--- config.mk ---
export PLATFORM = sky130hd
export DESIGN_NAME = spi_slave_ctrl
export DESIGN_NICKNAME = d
export VERILOG_FILES = /design/src/rtl/spi_slave_ctrl_pkg.sv /design/src/rtl/spi_sync.sv /design/src/rtl/spi_slave_ctrl.sv
export SDC_FILE = /design/constraint.sdc
export NUM_CORES = 1
export LEC_CHECK = 0
export CAP_MARGIN = 20
export CORE_ASPECT_RATIO = 1.2
export CORE_MARGIN = 2
export CORE_UTILIZATION = 59
export CTS_BUF_LIST = sky130_fd_sc_hd__clkbuf_4 sky130_fd_sc_hd__clkbuf_8
export DETAILED_ROUTE_END_ITERATION = 8
export PLACE_DENSITY = 0.84
export SLEW_MARGIN = 20
export SYNTH_ARGS = -nofsm -noshare
export SYNTH_HDL_FRONTEND = slang
export SYNTH_HIERARCHICAL = 1
export SYNTH_SLANG_ARGS = --single-unit
--- constraint.sdc ---
create_clock -name clk -period 2.7 [get_ports clk]
set_input_delay 0.675 -clock clk [delete_from_list [all_inputs] [get_ports clk]]
set_output_delay 0.675 -clock clk [all_outputs]
set_load 0.03 [all_outputs]
--- src/rtl/spi_slave_ctrl_pkg.sv ---
// spi_slave_ctrl_pkg: shared SPI command encodings, transfer limits and mode/state types.
package spi_slave_ctrl_pkg;
    localparam logic [7:0] READ_CMD         = 8'h00;
    localparam logic [7:0] WRITE_CMD        = 8'h40;
    localparam logic [7:0] READMULT_CMD     = 8'h80;
    localparam logic [7:0] WRITEMULT_CMD    = 8'hC0;
    localparam logic [7:0] CMD_BITMASK      = 8'hC0;
    localparam int         MAX_SPI_XACTIONS = 256;
    localparam bit         CPOL             = 1'b0;
    localparam bit         CPHA             = 1'b1;

    typedef enum logic [2:0] {
        SPI_MODE_NULL,
        SPI_MODE_READ,
        SPI_MODE_WRITE,
        SPI_MODE_READMULT,
        SPI_MODE_WRITEMULT
    } spi_mode_t;

    typedef enum logic [2:0] {ST_IDLE, ST_CMD, ST_ADDR, ST_DATA, ST_IGNORE} spi_state_t;

    // Any bit outside the command mask makes the command invalid.
    function automatic spi_mode_t spi_decode(input logic [7:0] i_cmd);
        logic [7:0] w_c;
        w_c = i_cmd & CMD_BITMASK;
        return ((i_cmd & ~CMD_BITMASK) != 8'd0) ? SPI_MODE_NULL      :
               (w_c == READ_CMD)                ? SPI_MODE_READ      :
               (w_c == WRITE_CMD)               ? SPI_MODE_WRITE     :
               (w_c == READMULT_CMD)            ? SPI_MODE_READMULT  :
               (w_c == WRITEMULT_CMD)           ? SPI_MODE_WRITEMULT : SPI_MODE_NULL;
    endfunction
endpackage

--- src/rtl/spi_sync.sv ---
// spi_sync: multi-flop synchronizer with rise/fall pulses; edges are suppressed until
// the chain holds real pin samples, so a level present at reset release is not an edge.
module spi_sync #(
    parameter int STAGES    = 2,
    parameter bit RESET_VAL = 1'b0
) (
    input  logic clk,
    input  logic rst_n,
    input  logic i_d,
    output logic o_q,
    output logic o_rise,
    output logic o_fall
);
    logic [STAGES-1:0] r_sync;
    logic [STAGES:0]   r_vld;
    logic              r_prev;

    always_ff @(posedge clk or negedge rst_n) begin
        if (!rst_n) begin
            r_sync <= {STAGES{RESET_VAL}};
            r_prev <= RESET_VAL;
            r_vld  <= '0;
        end else begin
            r_sync <= {r_sync[STAGES-2:0], i_d};
            r_prev <= r_sync[STAGES-1];
            r_vld  <= {r_vld[STAGES-1:0], 1'b1};
        end
    end

    assign o_q    = r_sync[STAGES-1];
    assign o_rise = r_vld[STAGES] & o_q & ~r_prev;
    assign o_fall = r_vld[STAGES] & ~o_q & r_prev;
endmodule

--- src/rtl/spi_slave_ctrl.sv ---
// spi_slave_ctrl: SPI slave (CPOL=0, CPHA=1, MSB first) turning command/address/data
// frames into one-clk register bus read/write strobes.
module spi_slave_ctrl
    import spi_slave_ctrl_pkg::*;
#(
    parameter int SYNC_STAGES = 2
) (
    input  logic       clk,
    input  logic       rst_n,
    input  logic       sclk,
    input  logic       cs_n,
    input  logic       mosi,
    output logic       miso,
    output logic       miso_oe,
    output logic [7:0] reg_addr,
    output logic [7:0] reg_wdata,
    output logic       reg_we,
    output logic       reg_re,
    input  logic [7:0] reg_rdata,
    output spi_mode_t  mode,
    output logic       busy
);
    logic       w_unused_sclk, w_unused_mosi_rise, w_unused_mosi_fall;
    logic       w_sclk_rise, w_sclk_fall, w_cs, w_cs_rise, w_cs_fall, w_mosi;
    logic       w_sample, w_drive, w_rd, w_wr, w_mult, w_last;
    logic [7:0] w_byte;
    spi_mode_t  w_cmd_mode;
    spi_state_t r_state;
    spi_mode_t  r_mode;
    logic [2:0] r_bit_cnt;
    logic [8:0] r_xact_cnt;
    logic [6:0] r_shift;
    logic [7:0] r_miso_sr, r_addr, r_wdata;
    logic       r_we, r_re, r_load, r_miso, r_miso_oe;

    spi_sync #(.STAGES(SYNC_STAGES), .RESET_VAL(1'b0)) u_sync_sclk (
        .clk(clk), .rst_n(rst_n), .i_d(sclk),
        .o_q(w_unused_sclk), .o_rise(w_sclk_rise), .o_fall(w_sclk_fall));
    spi_sync #(.STAGES(SYNC_STAGES), .RESET_VAL(1'b1)) u_sync_cs (
        .clk(clk), .rst_n(rst_n), .i_d(cs_n),
        .o_q(w_cs), .o_rise(w_cs_rise), .o_fall(w_cs_fall));
    spi_sync #(.STAGES(SYNC_STAGES), .RESET_VAL(1'b0)) u_sync_mosi (
        .clk(clk), .rst_n(rst_n), .i_d(mosi),
        .o_q(w_mosi), .o_rise(w_unused_mosi_rise), .o_fall(w_unused_mosi_fall));

    assign w_sample   = (CPOL ^ CPHA) ? w_sclk_fall : w_sclk_rise;
    assign w_drive    = (CPOL ^ CPHA) ? w_sclk_rise : w_sclk_fall;
    assign w_byte     = {r_shift, w_mosi};
    assign w_cmd_mode = spi_decode(w_byte);
    assign w_rd       = (r_mode == SPI_MODE_READ) || (r_mode == SPI_MODE_READMULT);
    assign w_wr       = (r_mode == SPI_MODE_WRITE) || (r_mode == SPI_MODE_WRITEMULT);
    assign w_mult     = (r_mode == SPI_MODE_READMULT) || (r_mode == SPI_MODE_WRITEMULT);
    assign w_last     = (r_xact_cnt + 9'd1) == (w_mult ? 9'(MAX_SPI_XACTIONS) : 9'd1);

    always_ff @(posedge clk or negedge rst_n) begin
        if (!rst_n) begin
            r_state    <= ST_IDLE;
            r_mode     <= SPI_MODE_NULL;
            r_bit_cnt  <= '0;
            r_xact_cnt <= '0;
            r_shift    <= '0;
            r_miso_sr  <= '0;
            r_addr     <= '0;
            r_wdata    <= '0;
            r_we       <= 1'b0;
            r_re       <= 1'b0;
            r_load     <= 1'b0;
            r_miso     <= 1'b0;
            r_miso_oe  <= 1'b0;
        end else begin
            r_we      <= 1'b0;
            r_re      <= 1'b0;
            r_load    <= r_re;
            r_miso_oe <= ~w_cs;
            if (r_load) begin
                r_miso_sr <= reg_rdata;
                r_miso    <= reg_rdata[7];
            end
            // Write address advances only after its strobe so it is stable during reg_we.
            if (r_we && w_mult)
                r_addr <= r_addr + 8'd1;
            if (w_cs_rise) begin
                r_state <= ST_IDLE;
                r_mode  <= SPI_MODE_NULL;
                r_miso  <= 1'b0;
            end else if (w_cs_fall) begin
                r_state    <= ST_CMD;
                r_mode     <= SPI_MODE_NULL;
                r_bit_cnt  <= '0;
                r_xact_cnt <= '0;
                r_miso     <= 1'b0;
            end else if (r_state != ST_IDLE) begin
                if (w_drive)
                    r_miso <= (r_state == ST_DATA && w_rd) ? r_miso_sr[~r_bit_cnt] : 1'b0;
                if (w_sample) begin
                    r_shift   <= w_byte[6:0];
                    r_bit_cnt <= r_bit_cnt + 3'd1;
                    if (r_bit_cnt == 3'd7) begin
                        case (r_state)
                            ST_CMD: begin
                                r_mode  <= w_cmd_mode;
                                r_state <= (w_cmd_mode == SPI_MODE_NULL) ? ST_IGNORE : ST_ADDR;
                            end
                            ST_ADDR: begin
                                r_addr  <= w_byte;
                                r_re    <= w_rd;
                                r_state <= ST_DATA;
                            end
                            ST_DATA: begin
                                r_xact_cnt <= r_xact_cnt + 9'd1;
                                if (w_wr) begin
                                    r_wdata <= w_byte;
                                    r_we    <= 1'b1;
                                end
                                if (w_last)
                                    r_state <= ST_IGNORE;
                                else if (w_rd) begin
                                    r_addr <= r_addr + 8'd1;
                                    r_re   <= 1'b1;
                                end
                            end
                            default: r_state <= r_state;
                        endcase
                    end
                end
            end
        end
    end

    assign miso      = r_miso;
    assign miso_oe   = r_miso_oe;
    assign reg_addr  = r_addr;
    assign reg_wdata = r_wdata;
    assign reg_we    = r_we;
    assign reg_re    = r_re;
    assign mode      = r_mode;
    assign busy      = (r_state != ST_IDLE);
endmodule

Yosys cells after proc, flatten, opt, wreduce, memory -nomap -nowiden
Index checks and enable logic that the tools add are counted.
Cells by class
  mux-type cells: 60
  order comparisons: 1
  reductions and logical operators: 24
  add/subtract/negate cells: 3
  bitwise operators: 15
  equal/unequal tests: 13
Operators with widths (count)
  2-to-1 mux 8 bit: 8
  2-to-1 mux 3 bit: 21
  2-to-1 mux 9 bit: 6
  2-to-1 mux 1 bit: 21
  case mux 8 bit (2 select lines): 1
  nonzero test 3 bit: 5
  equality test 3 x 2 -> 1 bit (second input constant): 4
  AND reduction 5 bit: 2
  adder 9 x 1 -> 9 bit (second input constant): 1
  equality test 9 bit: 1
  case mux 3 bit (3 select lines): 1
  adder 8 x 1 -> 8 bit (second input constant): 1
  AND 1 bit: 8
  logical NOT 8 bit: 1
  AND reduction 4 bit: 2
  nonzero test 2 bit: 4
  nonzero test 8 bit: 1
  AND reduction 7 bit: 1
  equality test 3 x 1 -> 1 bit (second input constant): 2
  equality test 3 bit (second input constant): 2
  NOT 1 bit: 6
  nonzero test 5 bit: 1
  equality test 2 bit (second input constant): 2
  < comparator 3 x 4 -> 1 bit (second input constant): 1
  10 further kinds: 13
Storage, ports and cells
  register bits after elaboration: 68
  word-level logic and storage cells: 136

Logic depth before layout (Yosys ltp)
  word-level depth: 14
  gate-level depth with buffers: 8

Modules after synthesis
Netlist, hierarchy kept.
By module, submodules not included
  spi_slave_ctrl: sequential area each 1351.3 µm², instances 1, area each 3026.7 µm², cells an instance 301
  spi_sync (u_sync_mosi ...): sequential area each 150.1 µm², instances 2, area each 171.4 µm², cells an instance 9
  spi_sync (u_sync_cs): sequential area each 153.9 µm², instances 1, area each 175.2 µm², cells an instance 9

Least setup slack after synthesis
Ideal clock, no wire load.
  path type: reg-to-reg
  start point: register r_mode[1] (netlist: mode[1])
  end point: register r_addr[4] (netlist: reg_addr[4])
  setup time: 129 ps
  buffers on the path: 2
  arrival: 2096 ps
  data required time: 2571 ps
  cell stages (with the launch flop): 9
  path slack: 476 ps
  clock period less this slack: 2224 ps
  cells stage by stage: dfrtp_1 buf_4 and3b_1 or3_1 a221oi_4 and4_1 buf_6 or4_1 nand3_1
Between the ends
  word-level cells in the longest chain between the ends: 12
  elaborated cells between the ends (all ways): 17
  classes of those cells: eq/ne: 4; mux: 10; reduce/logical: 3
Ends and longest elaborated chain
  start: declaration: line spi_slave_ctrl.sv:29  | spi_mode_t r_mode;
  start signal: assignment: line spi_slave_ctrl.sv:101  | r_mode <= w_cmd_mode;
  branches (longest 11 deep; another with 2-to-1 mux 9 bit)
  2-to-1 mux 8 bit *: line spi_slave_ctrl.sv:82  | if (w_cs_rise) begin
  end signal: assignment: line spi_slave_ctrl.sv:81  | r_addr <= r_addr + 8'd1;
  end signal: assignment: line spi_slave_ctrl.sv:105  | r_addr <= w_byte;
  end signal: assignment: line spi_slave_ctrl.sv:118  | r_addr <= r_addr + 8'd1;
  end: declaration: line spi_slave_ctrl.sv:33  | logic [7:0] r_miso_sr, r_addr, r_wdata;
Every way passes the cells marked *.
A chain may end at the register's enable or synchronous reset.

Worst setup path in the final report
  start point: register r_state[0]
  end point: output port busy
Between the ends
  word-level cells in the longest chain between the ends: 1
Ends and longest elaborated chain
  start: declaration: line spi_slave_ctrl.sv:28  | spi_state_t r_state;
  start signal: assignment: line spi_slave_ctrl.sv:102  | r_state <= (w_cmd_mode == SPI_MODE_NULL) ? ST_IGNORE : ST_ADDR;
  start signal: assignment: line spi_slave_ctrl.sv:122  | default: r_state <= r_state;
  nonzero test 3 bit: line spi_slave_ctrl.sv:137  | assign busy = (r_state != ST_IDLE);
  end: declaration: line spi_slave_ctrl.sv:21  | output logic busy
Every way passes these cells.

==> impl_metrics.ini <==
[cts]
postCtsHoldBufs = 0
cts_resized = 0
cts.sinks = 68
h-tree-depth = 3
cts_buffers = 9
clockBufferDepth = 2
cts_tree = done
clkTransAtPathRegs_ps = 80
cts_setup_buffers = 0
root_buffer = clkbuf_8
clock_latency_ps = 340

[layout]
multi_input_area_um2 = 1620
final_common_cell = dfrtp_1
seq_area_um2 = 1710
fin_area_um2 = 4070
area_growth_pct = 18.9
drive_gt1_share_pct = 15.9
fin_nets = 380
num_antenna_cells = 0
nFillCells = 405
layout_common_cells = 65 x dfrtp_1, 35 x clkdlybuf4s50_1, 26 x nor2_1, 23 x nand2_1, 20 x mux2_2

[routing]
dr.pass1.iters = 4
wl_mm = 7.28
viasPerCell = 6.10
wl_per_cell_um = 17.0
ant_nets = 0
drc_errors = 0
drtIter0Drc = 186
vias = 2618

[synthesis]
yosys_warnings = 6
synth_fp_nets = 341
avgSynthCellArea_um2 = 10.7
synthCells = 321
netlist_area_um2 = 3420

[worst_setup_path]
critPathKind = flop to primary output
critical_path_buf_inv_count = 1
cpPeakStageDelay_ps = 630
cp-end-kind = primary output
path_delay_family = buffers and inverters
r2r_slack_ps = 210
worst_ep_arrival_time_ps = 1900
crit_chain = or3_1, clkdlybuf4s50_1
crit_required_ps = 2030
critPathSlowestCell = clkdlybuf4s50_1
critPathLaunchType = flop
crit_fanout = 9

[worst_hold_path]
hold_class = primary input to asynchronous set/reset pin

[placed_design]
gp_congestion = 0.807
portBuffers = 36
place_area_um2 = 3840
dp_hpwl_mm = 5.03

[status]
outcome = finished, final reports clean

[die]
rows = 30
dieWidth_um = 73.5
pin_count = 37
dieArea_um2 = 6430
start_util_pct = 60.8
die_h_um = 87.4
core-area_um2 = 5630

[timing]
hold_ws_ps = 339
skew_ps = 11.4
finalMaxSlewViolations = 0
setup_violations = 0
slew_headroom_pct = 66.4
fin_crit_ps = 2580
post-route-period-util_pct = 95.4
hold_violations = 0
tns_ps = 0
rsz0062_at_grt = false
worstMarginPinSlew_ps = 505
max_freq_mhz = 388

[global_route]
grt_pass1_vias = 2561
grt_max_degree = 69
track_usage_pct = 24.8
grt_pass1_wl_mm = 12.2
antenna_found_initial = 0
grt_overflow = 0

[pwr]
power_density_nw_per_um2 = 541
p_leak_nw = 1.84
vdd_drop_max_mv = 0.436

[flow_run]
drv_cap = 0
-- metrics by stage --
step / power [mW] / util, % / std cells / setup WS (ps)
6_report: 2.20 / 72.3 / 429 / 124
5_1_grt: 2.29 / 72.3 / 429 / 36.9
4_1_cts: 2.22 / 72.3 / 429 / 105
3_5_place_dp: 1.28 / 68.3 / 413 / 248
3_3_place_gp: 1.27 / 68.3 / 413 / 319
2_1_floorplan: 1.20 / - / 321 / 476
-- cell type report --
class	instances	share of cell area [%]
Clock buffer	12	3.75
Sequential cell	68	41.9
Timing Repair Buffer	41	9.96
Inverter	8	0.738
Tap cell	64	1.97
Multi-Input combinational cell	232	39.9
Clock inverter	4	1.78
-- power breakdown --
part           leakage [nW]  internal (mW)  switching, mW
clock                 0.113          0.565          0.377
sequential            0.905           1.06         0.0554
combinational         0.817         0.0703         0.0737
total                  1.84           1.70          0.506
-- routing by layer --
layer  vias to the layer above  global-route usage (%)  share of wire, %
met5                         -                       0                 0
met4                         0                    12.2               2.4
met3                        15                    3.59               4.0
met2                        71                    40.7                52
met1                      1283                    32.0                42
li1                       1249                       -                 -
-- path summary, 6_finish.rpt --
check                                       from                     to  depth (start not counted)
setup / recovery                      r_state[0]                   busy                          2
hold / removal                             rst_n          r_xact_cnt[5]                          2
setup reg to reg                   r_xact_cnt[0]            reg_addr[2]                          6
hold reg to reg            u_sync_sclk/r_sync[0]  u_sync_sclk/r_sync[1]                          0
max in group asynchronous                  rst_n    u_sync_cs/r_sync[0]                          2
min in group clk           u_sync_sclk/r_sync[0]  u_sync_sclk/r_sync[1]                          0
-- registers in the layout, indices dropped and copies added (netlist names), 7 cells and up --
name	cells
r_xact_cnt	9
r_miso_sr	8
reg_addr	8
reg_wdata	8
r_shift	7
Note: power is estimated with default switching activity, not from simulation.
